**src/rtl/rst_seq_pkg.sv**
```systemverilog
// Shared constants for the board reset sequencer: FSM encodings and synchroniser depth.
package rst_seq_pkg;

  localparam logic [1:0] ST_PWR = 2'd0;
  localparam logic [1:0] ST_REL = 2'd1;
  localparam logic [1:0] ST_RUN = 2'd2;

  localparam int SYNC_STAGES = 2;

endpackage

```
**src/rtl/reset_hold_ch.sv**
```systemverilog
// One downstream reset channel: active-low output bit plus its soft-reset hold counter.
module reset_hold_ch #(
  parameter int HOLD_CYC = 254
) (
  input  logic clk_125,
  input  logic rst_sync_n,
  input  logic req,
  input  logic load,
  input  logic clr,
  input  logic run,
  output logic rst_n
);

  localparam int HOLD_W = $clog2(HOLD_CYC + 1);

  logic [HOLD_W-1:0] hold;

  // clr (push-button) wins over the sequencer release, which wins over soft requests
  always_ff @(posedge clk_125 or negedge rst_sync_n) begin
    if (!rst_sync_n) begin
      rst_n <= 1'b0;
      hold  <= '0;
    end else if (clr) begin
      rst_n <= 1'b0;
      hold  <= '0;
    end else if (load) begin
      rst_n <= 1'b1;
    end else if (run) begin
      if (req) begin
        rst_n <= 1'b0;
        hold  <= HOLD_W'(HOLD_CYC - 1);
      end else if (!rst_n) begin
        if (hold == '0) rst_n <= 1'b1;
        else            hold  <= hold - HOLD_W'(1);
      end
    end
  end

endmodule

```
**src/rtl/reset_sequencer.sv**
```systemverilog
// Power-on / push-button reset sequencer: releases NUM_CH reset domains in order after a delay.
//   state  | meaning
//   ST_PWR | power-on delay counting, all channels held
//   ST_REL | staggered release of channels 1..NUM_CH-1
//   ST_RUN | all released, soft resets serviced per channel
module reset_sequencer
  import rst_seq_pkg::*;
#(
  parameter int NUM_CH      = 3,
  parameter int PWR_CYC     = 1048576,
  parameter int STAGGER_CYC = 254,
  parameter int HOLD_CYC    = 254
) (
  input  logic              clk_125,
  input  logic              rstn,
  input  logic              btn_n,
  input  logic [NUM_CH-1:0] soft_rst_req,
  output logic [NUM_CH-1:0] rst_n_out,
  output logic              all_ready,
  output logic [1:0]        state_dbg
);

  localparam int CNT_MAX = (PWR_CYC > STAGGER_CYC) ? PWR_CYC : STAGGER_CYC;
  localparam int CNT_W   = $clog2(CNT_MAX);
  localparam int IDX_W   = $clog2(NUM_CH + 1);

  logic [SYNC_STAGES-1:0] rst_sync_q;
  logic [SYNC_STAGES-1:0] btn_sync_q;
  logic                   rst_sync_n;
  logic                   btn_sync;
  logic [1:0]             state;
  logic [CNT_W-1:0]       cnt;
  logic [IDX_W-1:0]       ch_idx;
  logic                   pwr_done;
  logic                   stg_done;
  logic [NUM_CH-1:0]      load_vec;

  always_ff @(posedge clk_125 or negedge rstn) begin
    if (!rstn) rst_sync_q <= '0;
    else       rst_sync_q <= {rst_sync_q[SYNC_STAGES-2:0], 1'b1};
  end
  assign rst_sync_n = rst_sync_q[SYNC_STAGES-1];

  always_ff @(posedge clk_125 or negedge rstn) begin
    if (!rstn) btn_sync_q <= '1;
    else       btn_sync_q <= {btn_sync_q[SYNC_STAGES-2:0], btn_n};
  end
  assign btn_sync = btn_sync_q[SYNC_STAGES-1];

  assign pwr_done = (state == ST_PWR) && (cnt == CNT_W'(PWR_CYC - 1));
  assign stg_done = (state == ST_REL) && (cnt == CNT_W'(STAGGER_CYC - 1));

  always_ff @(posedge clk_125 or negedge rst_sync_n) begin
    if (!rst_sync_n) begin
      state  <= ST_PWR;
      cnt    <= '0;
      ch_idx <= '0;
    end else if (!btn_sync) begin
      state  <= ST_PWR;
      cnt    <= '0;
      ch_idx <= '0;
    end else begin
      case (state)
        ST_PWR: begin
          if (pwr_done) begin
            cnt    <= '0;
            ch_idx <= IDX_W'(1);
            state  <= (NUM_CH == 1) ? ST_RUN : ST_REL;
          end else begin
            cnt <= cnt + CNT_W'(1);
          end
        end
        ST_REL: begin
          if (stg_done) begin
            cnt    <= '0;
            ch_idx <= ch_idx + IDX_W'(1);
            if (ch_idx == IDX_W'(NUM_CH - 1)) state <= ST_RUN;
          end else begin
            cnt <= cnt + CNT_W'(1);
          end
        end
        ST_RUN:  ;
        default: state <= ST_PWR;
      endcase
    end
  end

  always_comb begin
    load_vec    = '0;
    load_vec[0] = pwr_done;
    for (int i = 1; i < NUM_CH; i++)
      load_vec[i] = stg_done && (ch_idx == IDX_W'(i));
  end

  for (genvar g = 0; g < NUM_CH; g++) begin : g_ch
    reset_hold_ch #(
      .HOLD_CYC(HOLD_CYC)
    ) u_ch (
      .clk_125   (clk_125),
      .rst_sync_n(rst_sync_n),
      .req       (soft_rst_req[g]),
      .load      (load_vec[g]),
      .clr       (!btn_sync),
      .run       (state == ST_RUN),
      .rst_n     (rst_n_out[g])
    );
  end

  assign all_ready = (state == ST_RUN) && (&rst_n_out);
  assign state_dbg = state;

endmodule

```
**config.mk**
```make
export PLATFORM = sky130hd
export DESIGN_NAME = reset_sequencer
export DESIGN_NICKNAME = d
export VERILOG_FILES = /design/src/rtl/rst_seq_pkg.sv /design/src/rtl/reset_hold_ch.sv /design/src/rtl/reset_sequencer.sv
export SDC_FILE = /design/constraint.sdc
export NUM_CORES = 1
export LEC_CHECK = 0
export ABC_CLOCK_PERIOD_IN_PS = 2570
export CAP_MARGIN = 20
export CORE_ASPECT_RATIO = 1.5
export CORE_MARGIN = 2
export CORE_UTILIZATION = 40
export DETAILED_ROUTE_END_ITERATION = 6
export MAX_ROUTING_LAYER = met4
export SETUP_SLACK_MARGIN = 0.05
export SLEW_MARGIN = 20
export SYNTH_ARGS = -nofsm -noshare
export SYNTH_HDL_FRONTEND = slang
export SYNTH_SLANG_ARGS = --single-unit
```
**constraint.sdc**
```tcl
create_clock -name clk_125 -period 2.57 [get_ports clk_125]
set_input_delay 0.3855 -clock clk_125 [delete_from_list [all_inputs] [get_ports clk_125]]
set_output_delay 0.3855 -clock clk_125 [all_outputs]
set_load 0.02 [all_outputs]
```
After elaboration in Yosys (flattened, before gate mapping). Index checks and enable logic that the tools add are counted. W data, S select, Z words.

Flip-flop bits (word level): 55. Latch bits: 0. RAM bits: 0. Memory bits (read-only): 0. Input bits: 6. Output and inout bits: 6. Word-level logic and storage cells: 103. Memories kept: 0.

Add/subtract/negate cells: 5. Multiply operators: 0. Divide/modulo/power cells: 0. Order comparisons: 0. Equal/unequal tests: 24. Shift operators: 0. Muxes and demuxes: 48. Bitwise operators: 0. Reduce and logical (&&, ||, !) cells: 15.

Operator list (count): $mux W8 (18); $mux W20 (3); $pmux W20 S2 (1); $logic_not A8 Y1 (3); $sub A8 B1 Y8 const B (3); $ne A3 B3 Y1 const B (7); $add A20 B1 Y20 const B (1); $eq A20 B20 Y1 const B (1); $eq A20 B8 Y1 const B (1); $mux W1 (18); $reduce_and A4 Y1 (4); $mux W2 (6); $ne A3 B1 Y1 const B (4); $ne A2 B2 Y1 const B (4); $ne A3 B2 Y1 const B (2); $pmux W2 S3 (1); $reduce_and A3 Y1 (2); $logic_and A1 B1 Y1 (5); $eq A2 B1 Y1 const B (2); $eq A2 B2 Y1 const B (2); $pmux W2 S2 (1); $add A2 B1 Y2 const B (1); $logic_not A2 Y1 (1); $ne A2 B1 Y1 const B (1).

Logic depth before layout (Yosys ltp). Gate-level depths: netlist (run 1).

Word-level depth: 7. Mapped depth: 9. Gate-level depth less buffers: 7.

Modules after synthesis. Synthesis (run 1) repeated with hierarchy kept, for this count alone.

Cell total of the unflattened synthesis: 348. Area total of the unflattened synthesis: 3402.0 um^2.

By module, submodules not included: reset_hold_ch (times used 3, cells each 63, area an instance 609.3 um^2, sequential area each 225.2 um^2); reset_sequencer (times used 1, cells each 159, area an instance 1574.0 um^2, sequential area each 703.2 um^2).

Worst setup path after synthesis (run 1). OpenSTA, ideal clock, no wires.

Path kind: reg2reg. From: register cnt[0]. To: register ch_idx[0]. Setup time: 74 ps. Data arrival time: 1958 ps. Required time: 2496 ps. Slack: 538 ps. Stages on the path, launching flop included: 8. Path buffers: 1. Clock period less this slack: 2032 ps. Path through: dfrtp_1 ha_1 nor4bb_1 nand3_1 or3_1 clkbuf_1 a221o_1 a21oi_2.

Longest elaborated chain between the ends: 4. Elaborated cells between the ends (all ways): 7.

Ends and longest elaborated chain: from (decl) (RTL line reset_sequencer.sv:32) `logic [CNT_W-1:0] cnt;`; from (signal assigned) (RTL line reset_sequencer.sv:70) `cnt <= cnt + CNT_W'(1);`; from (signal assigned) (RTL line reset_sequencer.sv:79) `cnt <= cnt + CNT_W'(1);`; $eq A20 B20 Y1 / $eq A20 B8 Y1 (equally long branches) (RTL line reset_sequencer.sv:50, reset_sequencer.sv:51); $logic_and A1 B1 Y1 (on tied branches) (RTL line reset_sequencer.sv:50, reset_sequencer.sv:51); $ne A3 B2 Y1 (no line) / $ne A3 B3 Y1 (equally long branches); $reduce_and A3 Y1 (no line) (*); to (signal assigned) (RTL line reset_sequencer.sv:76) `ch_idx <= ch_idx + IDX_W'(1);`; to (decl) (RTL line reset_sequencer.sv:33) `logic [IDX_W-1:0] ch_idx;`.

Every way passes the cells marked *; elsewhere a longest branch is shown, timed or not. A chain may end at the register's enable or synchronous reset.

Worst setup path in the final report (run 1). Ends and elaborated chain as after synthesis.

==> flow_metrics.tcl, run 1 <==
set metrics [dict create \
    status "completed" \
    routed_wl_mm 6.40 \
    wl_per_cell_um 14.4 \
    fin_cells 444 \
    holdWs_ps 207 \
    startpoint "cnt[0]" \
    area_growth_pct 12.1 \
    synth_seq_cells 55 \
    sw_frac_of_total 0.224 \
    final_nets 359 \
    peakVddDrop_mv 0.272 \
    pin_count 12 \
    report.final.slew_viol_count 0 \
    cp_cell_sequence "ha_1, nor4bb_1, nand3_1, or3_1, a221o_1, a21oi_2" \
    cts_buffers 5 \
    p_comb_frac 0.040 \
    fmax_mhz 435 \
    fin_tns_setup_ps 0 \
    drive_gt1_frac 0.0901 \
    synth.area.top_cells "dfrtp_1, nor2_1, ha_1" \
    cp-end-kind "register" \
    cts_sinks 55 \
    cp_max_fo 7 \
    skew_ps 9.80 \
    post-route-drc-count 0 \
    via_per_inst 5.52 \
    rsz0062_at_grt "false" \
    start_kind "register" \
    ant_nets 0 \
    synth-async-reset-ratio 1.00 \
    io_buffers 11 \
    worst_ep_required_time_ps 2810 \
    busiest_layer "met2" \
    netlist_instances 330 \
    gr-usage-met2 0.275 \
    hpwl_mm 4.67 \
    period_share 0.894 \
    p_sw_w 0.000343 \
    cp_top_family "simple AND/OR/NAND/NOR gates" \
    grt_max_degree 34 \
    tritoncts "done" \
    ys_top_cells_by_count "dfrtp_1, nor2_1, o21ai_0" \
    crit_cells 6 \
    dieArea_um2 8280 \
    rows 38 \
    die_y_um 110 \
    grt_pass1_wl_mm 11.1 \
    sequentialPowerShare 0.581 \
    core-area_um2 7270 \
    path_buf_inv 0 \
    crit_type "register to register" \
    drt_iter0_markers 76 \
    netlist_area_um2 3020 \
    finalCriticalPeriod_ps 2300 \
    ys_seq_area_frac 0.456 \
    critPathMaxStageDelay_ps 510 \
    diodes 0 \
    hold_path_class "register to asynchronous set/reset pin" \
    slew_headroom 0.553 \
    maxCapViolCount 0 \
    leakage_nw 1.43 \
    clkTransAtPathRegs_ps 110 \
    post-route-util 0.466 \
    intPower_w 0.00119 \
    first_pass_iters 4 \
    dieWidth_um 75.0 \
    setup_viol 0 \
    num_vias 2449 \
    worstReg2RegStart "cnt[0]" \
    crit_arrival_ps 2540 \
    grt_use_met1 0.219 \
    post_cts_buffers 0 \
    initial_core_util 0.416 \
    synth_top_cell_by_area "dfrtp_1" \
    ys_warn_count 0 \
    yosysMostFrequentCell "dfrtp_1" \
    post_cts_resized 0 \
    place_congestion 0.861 \
    cts_root_buf "clkbuf_8" \
    hold_violations 0 \
    worst_pin_slew_ps 665 \
    synth_top_area_frac 0.439 \
    clock_power_share 0.379 \
    htree_levels 2 \
    cts_buffer_depth 2 \
    grt_util_all_layers 0.173 \
    cp_slowest_cell "or3_1" \
    ys_types 51 \
    dpl.cell_count 436 \
    syn_avg_cell_area_um2 9.16 \
    cts_hold_buf 0 \
    first_global_vias 2461 \
    grt_antenna_before_repair 0 \
    synthFlopType "dfrtp_1" \
    overflow 0 \
    p_per_area_nw_per_um2 451 \
    synth-edff-count 0 \
    reg2regPathDepth 6 \
    synth_fp_nets 346 \
    grtUsageMet3 0.0265 \
    clock_latency_ps 310 \
]
==> final timing paths <==
| kind | to | slack, ps |
|---|---|---|
| min in group clk_125 | rst_sync_q[1] | 360 |
| min | cnt[0] | 210 |
| min reg2reg | cnt[0] | 210 |
| max reg2reg | ch_idx[0] | 270 |
| max in group asynchronous | ch_idx[0] | 1820 |
| max | ch_idx[0] | 270 |
==> logic make-up (layout without fill, tap and decap cells) <==
logic type	after synthesis	after routing	share of synthesized area
xor gates and xnor gates	17	17	0.0493
buffers and inverters	28	42	0.0401
and+or+nand+nor	146	146	0.250
adders and majority gates	10	10	0.0414
muxes	5	5	0.0170
AOI/OAI and AO/OA	68	68	0.145
other	1	1	0.00124
DFF	55	55	0.456
==> metal layers <==
layer	vias up	wire [um]	part of all wire
met3	7	164	0.026
met1	1203	2770	0.43
met2	35	3360	0.52
li1	1204	-	-
met4	0	106	0.017
met5	-	0	0
==> per-stage QoR <==
step                      setup slack [ps]  total power (W)  cell area (um^2)
final                                  272          0.00153              3390
after global routing                  98.2          0.00161              3390
after CTS                              151          0.00157              3390
after detailed placement               338         0.000969              3270
after global placement                 369         0.000969              3270
after floorplan                        538         0.000935              3020
==> layout make-up <==
type,count,area (um^2)
clock buffers,5,68.8
clock inverters,3,43.8
fillers,743,3890
inverters,13,48.8
multi-input cells,247,1520
flip-flops and latches,55,1380
well taps,100,125
repair buffers,21,198
==> power by group through the flow <==
stage | Combinational (W) | Sequential, W | Clock, W
after floorplan | 0.0000284 | 0.000907 | 0
after global placement | 0.0000627 | 0.000906 | 0
after detailed placement | 0.0000629 | 0.000906 | 0
after CTS | 0.0000631 | 0.000890 | 0.000616
after global routing | 0.0000695 | 0.000892 | 0.000648
final | 0.0000606 | 0.000889 | 0.000580
==> registers in the layout, indices dropped and copies added (netlist names) <==
name,cells
btn_sync_q,2
ch_idx,2
cnt,20
g_ch.u_ch.hold,24
g_ch.u_ch.rst_n,3
rst_sync_q,2
state_dbg,2
==> cell usage in the layout, fill, tap and decap left out, types with 4 or more instances in the layout <==
| cell | instances |
|---|---|
| ha_1 | 10 |
| nor2_1 | 45 |
| clkdlybuf4s50_1 | 11 |
| and3_1 | 7 |
| o21ai_0 | 20 |
| nor3b_1 | 6 |
| nor3_1 | 13 |
| xor2_1 | 8 |
| mux2i_1 | 4 |
| nand4_1 | 8 |
| clkbuf_8 | 5 |
| a211oi_1 | 5 |
| a21oi_1 | 19 |
| nand3_1 | 18 |
| nand2_1 | 19 |
| nor4_1 | 7 |
| dfrtp_1 | 51 |
| buf_4 | 9 |
| xnor2_1 | 9 |
| inv_1 | 12 |
| o221a_2 | 4 |
Note: power is estimated with default switching activity, not from simulation.
==> inputs of run 2 (changes only) <==
--- a/config.mk
+++ b/config.mk
@@ -5,7 +5,7 @@
 export SDC_FILE = /design/constraint.sdc
 export NUM_CORES = 1
 export LEC_CHECK = 0
-export ABC_CLOCK_PERIOD_IN_PS = 2570
+export ABC_CLOCK_PERIOD_IN_PS = 1930
 export CAP_MARGIN = 20
 export CORE_ASPECT_RATIO = 1.5
 export CORE_MARGIN = 2
==> constraint.sdc (replaced) <==
create_clock -name clk_125 -period 1.93 [get_ports clk_125]
set_input_delay 0.2895 -clock clk_125 [delete_from_list [all_inputs] [get_ports clk_125]]
set_output_delay 0.2895 -clock clk_125 [all_outputs]
set_load 0.02 [all_outputs]
==> run 2 against run 1 <==
  * The flow now finishes with violations (setup timing)
  * Total power rose by 30%
  * Sequential power increased by 32%
  * Clock skew is essentially flat
  * Non-clock buffer count grew 50
  * First-iteration DRC count increased by 150%
  * Flip-flop and latch count stayed put
  * Wire length rose by 10%
  * Combinational power grew 96%
  * Register-to-register slack got worse by 330 ps
  * Hold slack worse by 29 ps
  * Maximum frequency rose by 15%
  * Critical endpoint unchanged
  * Largest cell class unchanged
==> flow_metrics.tcl, run 2 (synthesis results as in run 1) <==
set metrics [dict create \
    skew_ps 9.85 \
    rsz0062_at_grt "true" \
    diodes 0 \
    r2r_end "ch_idx[0]" \
    worstReg2RegStart "cnt[14]" \
    first_global_vias 2584 \
    cts_buffer_depth 2 \
    mostFrequentLayoutCells "buf_4, dfrtp_1, nor2_1" \
    largest_register_ffs 24 \
    fin_tns_setup_ps -104 \
    place_congestion 0.830 \
    num_vias 2635 \
    core-area_um2 7270 \
    cp_slowest_cell "or4_4" \
    dieWidth_um 75.0 \
    htree_levels 2 \
    peakVddDrop_mv 0.396 \
    worst_ep_required_time_ps 2180 \
    cp-end-kind "register" \
    pin_count 12 \
    clock_power_share 0.351 \
    final_common_cell "buf_4" \
    finalCriticalPeriod_ps 1990 \
    p_per_area_nw_per_um2 513 \
    hpwl_mm 5.03 \
    routed_wl_mm 7.04 \
    cp_max_fo 5 \
    sequentialPowerShare 0.589 \
    tritoncts "done" \
    clkTransAtPathRegs_ps 100 \
    hold_violations 0 \
    fin_cells 494 \
    cp_top_family "simple AND/OR/NAND/NOR gates" \
    regMostFlops "g_ch.u_ch.hold" \
    wl_per_cell_um 14.2 \
    grt_max_degree 37 \
    crit_arrival_ps 2240 \
    cts_root_buf "clkbuf_8" \
    maxCapViolCount 0 \
    top_regs "g_ch.u_ch.hold x24, cnt x20, g_ch.u_ch.rst_n x3" \
    startpoint "cnt[14]" \
    drt_iter0_markers 188 \
    initial_core_util 0.416 \
    dieArea_um2 8280 \
    post-route-drc-count 0 \
    crit_type "register to register" \
    reg2regPathDepth 6 \
    violations "setup timing" \
    status "finished, violations left" \
    p_sw_w 0.000451 \
    period_share 1.03 \
    clock_latency_ps 310 \
    intPower_w 0.00154 \
    leakage_nw 1.71 \
    critPathMaxStageDelay_ps 580 \
    ant_nets 0 \
    cts_sinks 55 \
    path_buf_inv 1 \
    cts_hold_buf 0 \
    r2r_setup_slack_ps -60 \
    grt_antenna_before_repair 0 \
    overflow 0 \
    fmax_mhz 502 \
    cts_buffers 5 \
    sw_frac_of_total 0.226 \
    via_per_inst 5.33 \
    first_pass_iters 6 \
    grt_pass1_wl_mm 11.6 \
    cp_cell_sequence "nor4_2, buf_4, nand4_1, or4_4, a221o_1, a21oi_2" \
    nFillCells 694 \
    die_y_um 110 \
    start_kind "register" \
    rows 38 \
    grt_util_all_layers 0.181 \
    dpl.cell_count 474 \
    setup_viol 4 \
    p_comb_frac 0.060 \
    report.final.slew_viol_count 0 \
    drive_gt1_frac 0.264 \
    io_buffers 11 \
    worst_slack_ps -60.8 \
    hold_path_class "primary input to asynchronous set/reset pin" \
    final_nets 409 \
    area_growth_pct 28.6 \
]
[run 2: cell types whose count changed in the layout (fill, tap and decap cells not counted), moves of 2 or more]
cell / before / now
nor3b_1: 6 / 3
o21ai_0: 20 / 16
inv_1: 12 / 10
ha_1: 10 / 8
ha_2: 0 / 2
nor3b_2: 0 / 2
buf_4: 9 / 58
nor4_1: 7 / 3
o21ai_1: 0 / 3
inv_2: 0 / 2
nor4_2: 0 / 4
a21oi_2: 1 / 5
a21oi_1: 19 / 15
clkbuf_8: 5 / 7
[run 2: timing repair]
action / CTS / global route
setup endpoints to repair: 24 / 36
resized for setup: 9 / 19
pin swaps: 5 / 3
setup buffers: 4 / 8
[run 2: power groups by stage]
stage / registers [W] / clock network, W / logic, W
finish: 0.00117 / 0.000700 / 0.000119
global route: 0.00118 / 0.000754 / 0.000131
CTS: 0.00118 / 0.000720 / 0.000116
detailed placement: 0.00120 / 0 / 0.000111
global placement: 0.00120 / 0 / 0.000112
floorplan: 0.00121 / 0 / 0.0000400
[run 2: per-stage QoR]
step           worst slack (ps)  hold WS [ps]  utilization  area [um^2]  power, W
5_1_grt                    -154           177        0.534         3890   0.00206
2_1_floorplan             -48.1         -6.09            -         3060   0.00125
6_report                  -60.8           177        0.534         3890   0.00199
4_1_cts                   -69.1           166        0.516         3750   0.00201
3_5_place_dp               -213           189        0.494         3590   0.00131
3_3_place_gp               -125           196        0.494         3590   0.00131
[run 2: worst max-delay path by stage]
stage | to | slack, ps | depth (start not counted)
after floorplan | ch_idx[0] | -50 | 8
after global placement | ch_idx[0] | -130 | 5
after detailed placement | cnt[17] | -210 | 5
after CTS | ch_idx[0] | -70 | 6
after global routing | ch_idx[0] | -150 | 7
final | ch_idx[0] | -60 | 6
[run 2: layout make-up]
class | instances | area [um^2] | share of cell area
sequential | 55 | 1380 | 0.355
tap | 100 | 125 | 0.0322
timing repair buffer | 71 | 584 | 0.150
multi-input combinational | 247 | 1650 | 0.423
clock buffer | 7 | 96.3 | 0.0248
clock inverter | 1 | 7.51 | 0.00193
inverter | 13 | 48.8 | 0.0126
[run 2: routing by layer]
metal  part of all wire  global-route usage
met4              0.013              0.0560
met3              0.021              0.0237
met2               0.54               0.307
met1               0.43               0.218
met5                  0                   -
